`config.mk`:
```
export PLATFORM = sky130hd
export DESIGN_NAME = wb_arbiter
export DESIGN_NICKNAME = d
export VERILOG_FILES = /design/src/rtl/raisin64_pkg.sv /design/src/rtl/rr_pick5.sv /design/src/rtl/wb_arbiter.sv
export SDC_FILE = /design/constraint.sdc
export NUM_CORES = 1
export LEC_CHECK = 0
export CAP_MARGIN = 20
export CORE_AREA = 2 2 230 232
export CTS_CLUSTER_SIZE = 30
export DETAILED_ROUTE_END_ITERATION = 8
export DIE_AREA = 0 0 232 234
export PLACE_DENSITY = 0.61
export RECOVER_POWER = 50
export SLEW_MARGIN = 30
export SYNTH_ARGS = -nofsm -noshare
export SYNTH_HDL_FRONTEND = slang
export SYNTH_SLANG_ARGS = --single-unit
```
`constraint.sdc`:
```
create_clock -name clk -period 16 [get_ports clk]
set_input_delay 3.2 -clock clk [delete_from_list [all_inputs] [get_ports clk]]
set_output_delay 3.2 -clock clk [all_outputs]
set_load 0.01 [all_outputs]
```
`src/rtl/raisin64_pkg.sv`:
```
// Shared definitions for the raisin64 writeback path: requester indices,
// widths, the arbiter FSM state type and a modulo-5 increment helper.
package raisin64_pkg;

  localparam int DATA_W     = 64;
  localparam int RN_W       = 6;
  localparam int NUM_WB_REQ = 5;

  // Requester indices; round-robin order follows this numbering.
  localparam logic [2:0] WB_ALU1    = 3'd0;
  localparam logic [2:0] WB_ALU2    = 3'd1;
  localparam logic [2:0] WB_ADVINT  = 3'd2;
  localparam logic [2:0] WB_MEMUNIT = 3'd3;
  localparam logic [2:0] WB_BRANCH  = 3'd4;

  typedef enum logic {
    IDLE     = 1'b0,
    ADV_HALF = 1'b1
  } wb_state_e;

  // Next requester index, wrapping 4 -> 0 (out-of-range values fold to 0).
  function automatic logic [2:0] wb_next_idx(input logic [2:0] idx);
    return (idx >= 3'd4) ? 3'd0 : idx + 3'd1;
  endfunction

endpackage

```
`src/rtl/rr_pick5.sv`:
```
// Round-robin picker for the five writeback requesters: finds the first and
// second eligible requesters scanning upward from rr_ptr with wraparound.
module rr_pick5
  import raisin64_pkg::*;
(
  input  logic [NUM_WB_REQ-1:0] req_vec,
  input  logic [NUM_WB_REQ-1:0] mask,
  input  logic [2:0]            rr_ptr,
  output logic                  first_vld,
  output logic [2:0]            first_idx,
  output logic                  second_vld,
  output logic [2:0]            second_idx
);

  logic [NUM_WB_REQ-1:0] cand;
  logic [2:0]            scan;

  // Walk the five positions from the pointer, latching the first two hits.
  always_comb begin
    cand       = req_vec & mask;
    first_vld  = 1'b0;
    first_idx  = 3'd0;
    second_vld = 1'b0;
    second_idx = 3'd0;
    scan       = (rr_ptr > 3'd4) ? 3'd0 : rr_ptr;
    for (int k = 0; k < NUM_WB_REQ; k++) begin
      if (cand[scan]) begin
        if (!first_vld) begin
          first_vld = 1'b1;
          first_idx = scan;
        end else if (!second_vld) begin
          second_vld = 1'b1;
          second_idx = scan;
        end
      end
      scan = wb_next_idx(scan);
    end
  end

endmodule

```
`src/rtl/wb_arbiter.sv`:
```
// Writeback arbiter: shares the two register-file write ports among alu1,
// alu2, advint, memunit and branch with round-robin priority. A two-result
// advint that only finds one free port is split over two cycles.
module wb_arbiter
  import raisin64_pkg::*;
(
  input  logic              clk,
  input  logic              rst_n,
  input  logic              alu1_wb_req,
  input  logic [RN_W-1:0]   alu1_wb_rn,
  input  logic [DATA_W-1:0] alu1_wb_data,
  input  logic              alu2_wb_req,
  input  logic [RN_W-1:0]   alu2_wb_rn,
  input  logic [DATA_W-1:0] alu2_wb_data,
  input  logic              advint_wb_req,
  input  logic [RN_W-1:0]   advint_wb_rn,
  input  logic [RN_W-1:0]   advint_wb_rn2,
  input  logic [DATA_W-1:0] advint_wb_data,
  input  logic [DATA_W-1:0] advint_wb_data2,
  input  logic              memunit_wb_req,
  input  logic [RN_W-1:0]   memunit_wb_rn,
  input  logic [DATA_W-1:0] memunit_wb_data,
  input  logic              branch_wb_req,
  input  logic [RN_W-1:0]   branch_wb_rn,
  input  logic [DATA_W-1:0] branch_wb_data,
  output logic              alu1_wb_ack,
  output logic              alu2_wb_ack,
  output logic              advint_wb_ack,
  output logic              memunit_wb_ack,
  output logic              branch_wb_ack,
  output logic              wr1_en,
  output logic              wr2_en,
  output logic [RN_W-1:0]   wr1_rn,
  output logic [RN_W-1:0]   wr2_rn,
  output logic [DATA_W-1:0] wr1_data,
  output logic [DATA_W-1:0] wr2_data,
  output logic [RN_W-1:0]   reg1_finished,
  output logic [RN_W-1:0]   reg2_finished
);

  wb_state_e             state, state_nxt;
  logic [2:0]            rr_ptr, rr_ptr_nxt, scan;
  logic [NUM_WB_REQ-1:0] req_vec, zero_req, slot_mask, ack_vec;
  logic [RN_W-1:0]       eff_rn   [NUM_WB_REQ];
  logic [DATA_W-1:0]     eff_data [NUM_WB_REQ];
  logic                  adv_double;
  logic                  first_vld, second_vld;
  logic [2:0]            first_idx, second_idx;
  logic                  w1_en, w2_en;
  logic [RN_W-1:0]       w1_rn, w2_rn;
  logic [DATA_W-1:0]     w1_data, w2_data;

  assign adv_double = (advint_wb_rn != '0) && (advint_wb_rn2 != '0);

  // Flatten requesters into index-ordered vectors; a one-destination advint
  // looks like an ordinary single-result unit using whichever rn is nonzero.
  always_comb begin
    req_vec                = '0;
    req_vec[WB_ALU1]       = alu1_wb_req;
    req_vec[WB_ALU2]       = alu2_wb_req;
    req_vec[WB_ADVINT]     = advint_wb_req;
    req_vec[WB_MEMUNIT]    = memunit_wb_req;
    req_vec[WB_BRANCH]     = branch_wb_req;
    eff_rn[WB_ALU1]        = alu1_wb_rn;
    eff_rn[WB_ALU2]        = alu2_wb_rn;
    eff_rn[WB_ADVINT]      = (advint_wb_rn != '0) ? advint_wb_rn : advint_wb_rn2;
    eff_rn[WB_MEMUNIT]     = memunit_wb_rn;
    eff_rn[WB_BRANCH]      = branch_wb_rn;
    eff_data[WB_ALU1]      = alu1_wb_data;
    eff_data[WB_ALU2]      = alu2_wb_data;
    eff_data[WB_ADVINT]    = (advint_wb_rn != '0) ? advint_wb_data : advint_wb_data2;
    eff_data[WB_MEMUNIT]   = memunit_wb_data;
    eff_data[WB_BRANCH]    = branch_wb_data;
  end

  // R0 results need no port; in ADV_HALF advint already owns port 1.
  always_comb begin
    zero_req = '0;
    for (int k = 0; k < NUM_WB_REQ; k++) begin
      zero_req[k] = req_vec[k] && (eff_rn[k] == '0);
    end
    slot_mask = ~zero_req;
    if (state == ADV_HALF) begin
      slot_mask[WB_ADVINT] = 1'b0;
    end
  end

  rr_pick5 u_pick (
    .req_vec    (req_vec),
    .mask       (slot_mask),
    .rr_ptr     (rr_ptr),
    .first_vld  (first_vld),
    .first_idx  (first_idx),
    .second_vld (second_vld),
    .second_idx (second_idx)
  );

  // Port assignment, acks and FSM next state; a duplicate rn on port 2 loses.
  always_comb begin
    ack_vec   = zero_req;
    state_nxt = state;
    w1_en     = 1'b0;
    w1_rn     = '0;
    w1_data   = '0;
    w2_en     = 1'b0;
    w2_rn     = '0;
    w2_data   = '0;
    if (state == IDLE) begin
      if (first_vld) begin
        if ((first_idx == WB_ADVINT) && adv_double) begin
          w1_en              = 1'b1;
          w1_rn              = advint_wb_rn;
          w1_data            = advint_wb_data;
          w2_en              = 1'b1;
          w2_rn              = advint_wb_rn2;
          w2_data            = advint_wb_data2;
          ack_vec[WB_ADVINT] = 1'b1;
        end else begin
          w1_en              = 1'b1;
          w1_rn              = eff_rn[first_idx];
          w1_data            = eff_data[first_idx];
          ack_vec[first_idx] = 1'b1;
          if (second_vld && (eff_rn[second_idx] != eff_rn[first_idx])) begin
            w2_en   = 1'b1;
            w2_rn   = eff_rn[second_idx];
            w2_data = eff_data[second_idx];
            if ((second_idx == WB_ADVINT) && adv_double) begin
              state_nxt = ADV_HALF;
            end else begin
              ack_vec[second_idx] = 1'b1;
            end
          end
        end
      end
    end else begin
      w1_en              = 1'b1;
      w1_rn              = advint_wb_rn2;
      w1_data            = advint_wb_data2;
      ack_vec[WB_ADVINT] = 1'b1;
      state_nxt          = IDLE;
      if (first_vld && (eff_rn[first_idx] != advint_wb_rn2)) begin
        w2_en              = 1'b1;
        w2_rn              = eff_rn[first_idx];
        w2_data            = eff_data[first_idx];
        ack_vec[first_idx] = 1'b1;
      end
    end
  end

  // Pointer moves past the last acked requester in scan order.
  always_comb begin
    rr_ptr_nxt = rr_ptr;
    scan       = rr_ptr;
    for (int k = 0; k < NUM_WB_REQ; k++) begin
      if (ack_vec[scan]) begin
        rr_ptr_nxt = wb_next_idx(scan);
      end
      scan = wb_next_idx(scan);
    end
  end

  // State, pointer and registered write ports.
  always_ff @(posedge clk or negedge rst_n) begin
    if (!rst_n) begin
      state    <= IDLE;
      rr_ptr   <= 3'd0;
      wr1_en   <= 1'b0;
      wr1_rn   <= '0;
      wr1_data <= '0;
      wr2_en   <= 1'b0;
      wr2_rn   <= '0;
      wr2_data <= '0;
    end else begin
      state    <= state_nxt;
      rr_ptr   <= rr_ptr_nxt;
      wr1_en   <= w1_en;
      wr1_rn   <= w1_rn;
      wr1_data <= w1_data;
      wr2_en   <= w2_en;
      wr2_rn   <= w2_rn;
      wr2_data <= w2_data;
    end
  end

  assign reg1_finished = wr1_en ? wr1_rn : '0;
  assign reg2_finished = wr2_en ? wr2_rn : '0;

  assign alu1_wb_ack    = ack_vec[WB_ALU1];
  assign alu2_wb_ack    = ack_vec[WB_ALU2];
  assign advint_wb_ack  = ack_vec[WB_ADVINT];
  assign memunit_wb_ack = ack_vec[WB_MEMUNIT];
  assign branch_wb_ack  = ack_vec[WB_BRANCH];

endmodule

```
==> run metrics <==
result of the run complete, but fails checks; failing checks max-capacitance violations, max-slew violations; die outline height 234 um; fraction of the mapped netlist area in compound gates 0.428; cts-stage hold buffer count 0; total CTS buffers 17; most used flip-flop cell after synthesis sky130_fd_sc_hd__dfrtp_1; detailed-route via count 18,484; weighted congestion reported at the end of routability-driven placement 0.958; Hold WC Path Type register to register; global-route congestion overflow total 0; Std-Cell Core Area 52,000 sq um; worst slew slack as a fraction of its limit -2.51; Setup Slack @ Placement 2.48 ns; reported max-cap violation count 2; nets@finish 2,745; Resized cells post-CTS 0; number of warning messages in the yosys log 0; met3 wirelength from detailed routing 7560 um; total global routing track utilization 0.285; Critical-path top delay cell sky130_fd_sc_hd__or4_1; final critical-path required period 13.53 ns; Iter 0 DRT Violations 1,898; met2 WL post-DR 37,800 um; clock-pin slew on the worst setup and hold paths 0.06 ns; topmost layer with routed signal wires met5; sum of routed wire segments on met1 31,300 um; total die area 54,300 sq um; clock insertion delay at the later pin of the skew report 0.50 ns; setup violators final 0; xor and xnor fraction of the mapped netlist area 0.00193; fin worst setup slack 2.47 ns; WL/cell 26.6 um; Period Utilization, post-route 0.846; Post-Syn Area per Cell 7.30 sq um; number of slew-limit violations in the final report 127; Residual DRC 0; Setup Total Neg Slack 0 ns; maximum number of pins on one net before global-route repair 198; type of origin of the critical path input pin; setup fix buffers added after clock tree synthesis 0; Area Growth Syn to Fin 51.2%; clock tree root driver cell sky130_fd_sc_hd__clkbuf_16; data required time at the worst endpoint 12.80 ns; Fin Clk Skew 0.0149 ns; top cells by area in the synthesized netlist sky130_fd_sc_hd__dfrtp_1 27%, sky130_fd_sc_hd__o21ai_0 10%, sky130_fd_sc_hd__o221ai_1 8.4%; number of detailed-route iterations in the first pass 6; DP Wirelength 57,500 um; Routed WL 80,400 um; Buffers on Ports 585; highest-count cells in the layout ignoring fill and taps 505 x sky130_fd_sc_hd__clkdlybuf4s50_1, 296 x sky130_fd_sc_hd__nand2_1, 284 x sky130_fd_sc_hd__o21ai_0; CTS tree yes; initial cell density of the core 0.261; library cell occupying the most area in the post-synthesis netlist sky130_fd_sc_hd__dfrtp_1; largest family of logic cells by synthesized area compound AO/OA/AOI/OAI gates; Post-Synthesis Cells 1,864; Die X 232 um; number of antenna violations at the first check in global routing 7; vias in the first global route 18,368; most frequent standard cell in the layout excluding fill and tap cells sky130_fd_sc_hd__clkdlybuf4s50_1; Synth Area in Simple Gates 0.189; post-synthesis mux area share 0.0511; number of distinct library cells after synthesis 81; worst slew pin tran 5.26 ns; share of cells above drive strength 1 0.0443; Worst Setup Path Type input pin to output pin; cell area after synthesis 13,600 sq um; count of H-tree levels built during CTS 4; hold slack 0.918 ns; fraction of registers with async set/reset 1.00; unrepaired setup endpoints after global routing no; signal arrival time at the worst endpoint 10.33 ns; sort of element at the end of the critical path output pin; #FFs+latches synth 146; maximum count of clock buffers along a single path 2; maximum achievable frequency 0.0739 GHz; peak per-stage delay on the critical path 0.65 ns; highest fanout seen on the critical path 42; clock sinks 146; number of hold-slack violations in the final timing report 0; series of cell instances along the critical path clkdlybuf4s50_1, or4_1, o31ai_1, a221oi_1, and2_1, xnor2_1, a32oi_1, and4_4, buf_4, nand4_1, nor2_1, nor4_1, or4_4, nor4_4, o311a_1, inv_1, clkdlybuf4s50_1; routed via count divided by cell count 6.11; portion of synthesized cell area occupied by the leading cell type 0.269; part of the Yosys area used for sequential elements 0.269; count of pins on the block boundary 586; number of flops mapped to enable cells by yosys 0; Worst path most repeated cell sky130_fd_sc_hd__clkdlybuf4s50_1; number of nets still failing antenna checks after routing 0; total nets after synthesis 2,295; synthesized-area fraction occupied by adder cells 0.00368; wire length of the first global-routing pass 117,000 um; FP Rows 84
==> final timing paths <==
kind	cells past startpoint	slack, ns	to	startpoint
worst max-delay path	17	2.47	branch_wb_ack	alu2_wb_rn[0]
worst min-delay path	1	0.92	rr_ptr[2]	rr_ptr[2]
worst max register to register	26	6.05	rr_ptr[2]	rr_ptr[0]
worst min register to register	1	0.92	rr_ptr[2]	rr_ptr[2]
max in group asynchronous	3	6.32	wr2_data[1]	rst_n
min in group asynchronous	1	4.60	wr1_data[34]	rst_n
==> critical path: cells and delay by family <==
kind	cells	cell delay, ns
AND/OR/NAND/NOR	8	3.57
buffers and inverters	4	1.74
AO/OA/AOI/OAI	4	1.54
XOR/XNOR	1	0.17
==> sequential cells by signal, summed over array words and instances, names as in the netlist <==
signal,count
rr_ptr,3
state,1
wr1_data,64
wr1_en,1
wr1_rn,6
wr2_data,64
wr2_en,1
wr2_rn,6
==> final cells by class <==
class                   count  area [sq um]
fillers                  5258         31500
well taps                 688           861
flip-flops and latches    146          3650
diodes                      9          22.5
clock inverters            13           151
clock buffers              18           439
multi-input cells        1514          9270
repair buffers            611          6070
inverters                  24          90.1
==> cells in the mapped netlist (all sizes together) (13+ instances only) <==
master	n
a21oi	100
a31oi	13
and2	18
buf	29
clkbuf	151
dfrtp	146
inv	22
mux2i	66
nand2	299
nand3	30
nor2	115
nor3	31
nor4	17
o211ai	83
o21ai	289
o221ai	131
o22ai	78
o2bb2ai	63
==> kinds of logic after synthesis <==
| kind of cell | count (synthesis) |
|---|---|
| AOI/OAI and AO/OA | 863 |
| and+or+nand+nor | 575 |
| DFF | 146 |
| muxes | 69 |
| buffers and inverters | 204 |
| xor gates and xnor gates | 3 |
| adders and majority gates | 4 |
==> metal layers <==
layer  vias to the layer above  GRT usage
met5                         -          0
li1                       8120          -
met4                         2      0.140
met2                      1225      0.464
met1                      8907      0.354
met3                       230     0.0681
==> stage by stage <==
| stage | area (sq um) | utilization | std cells |
|---|---|---|---|
| after CTS | 20500 | 0.395 | 3013 |
| after floorplan | 13600 | - | 1864 |
| after detailed placement | 20000 | 0.384 | 2982 |
| after global routing | 20500 | 0.395 | 3019 |
| after global placement | 19900 | 0.383 | 2980 |
| final | 20600 | 0.395 | 3023 |
Power is left out: the tool's default activity adds up to more than one toggle a clock period on the data nets, which glitch-free logic cannot reach.
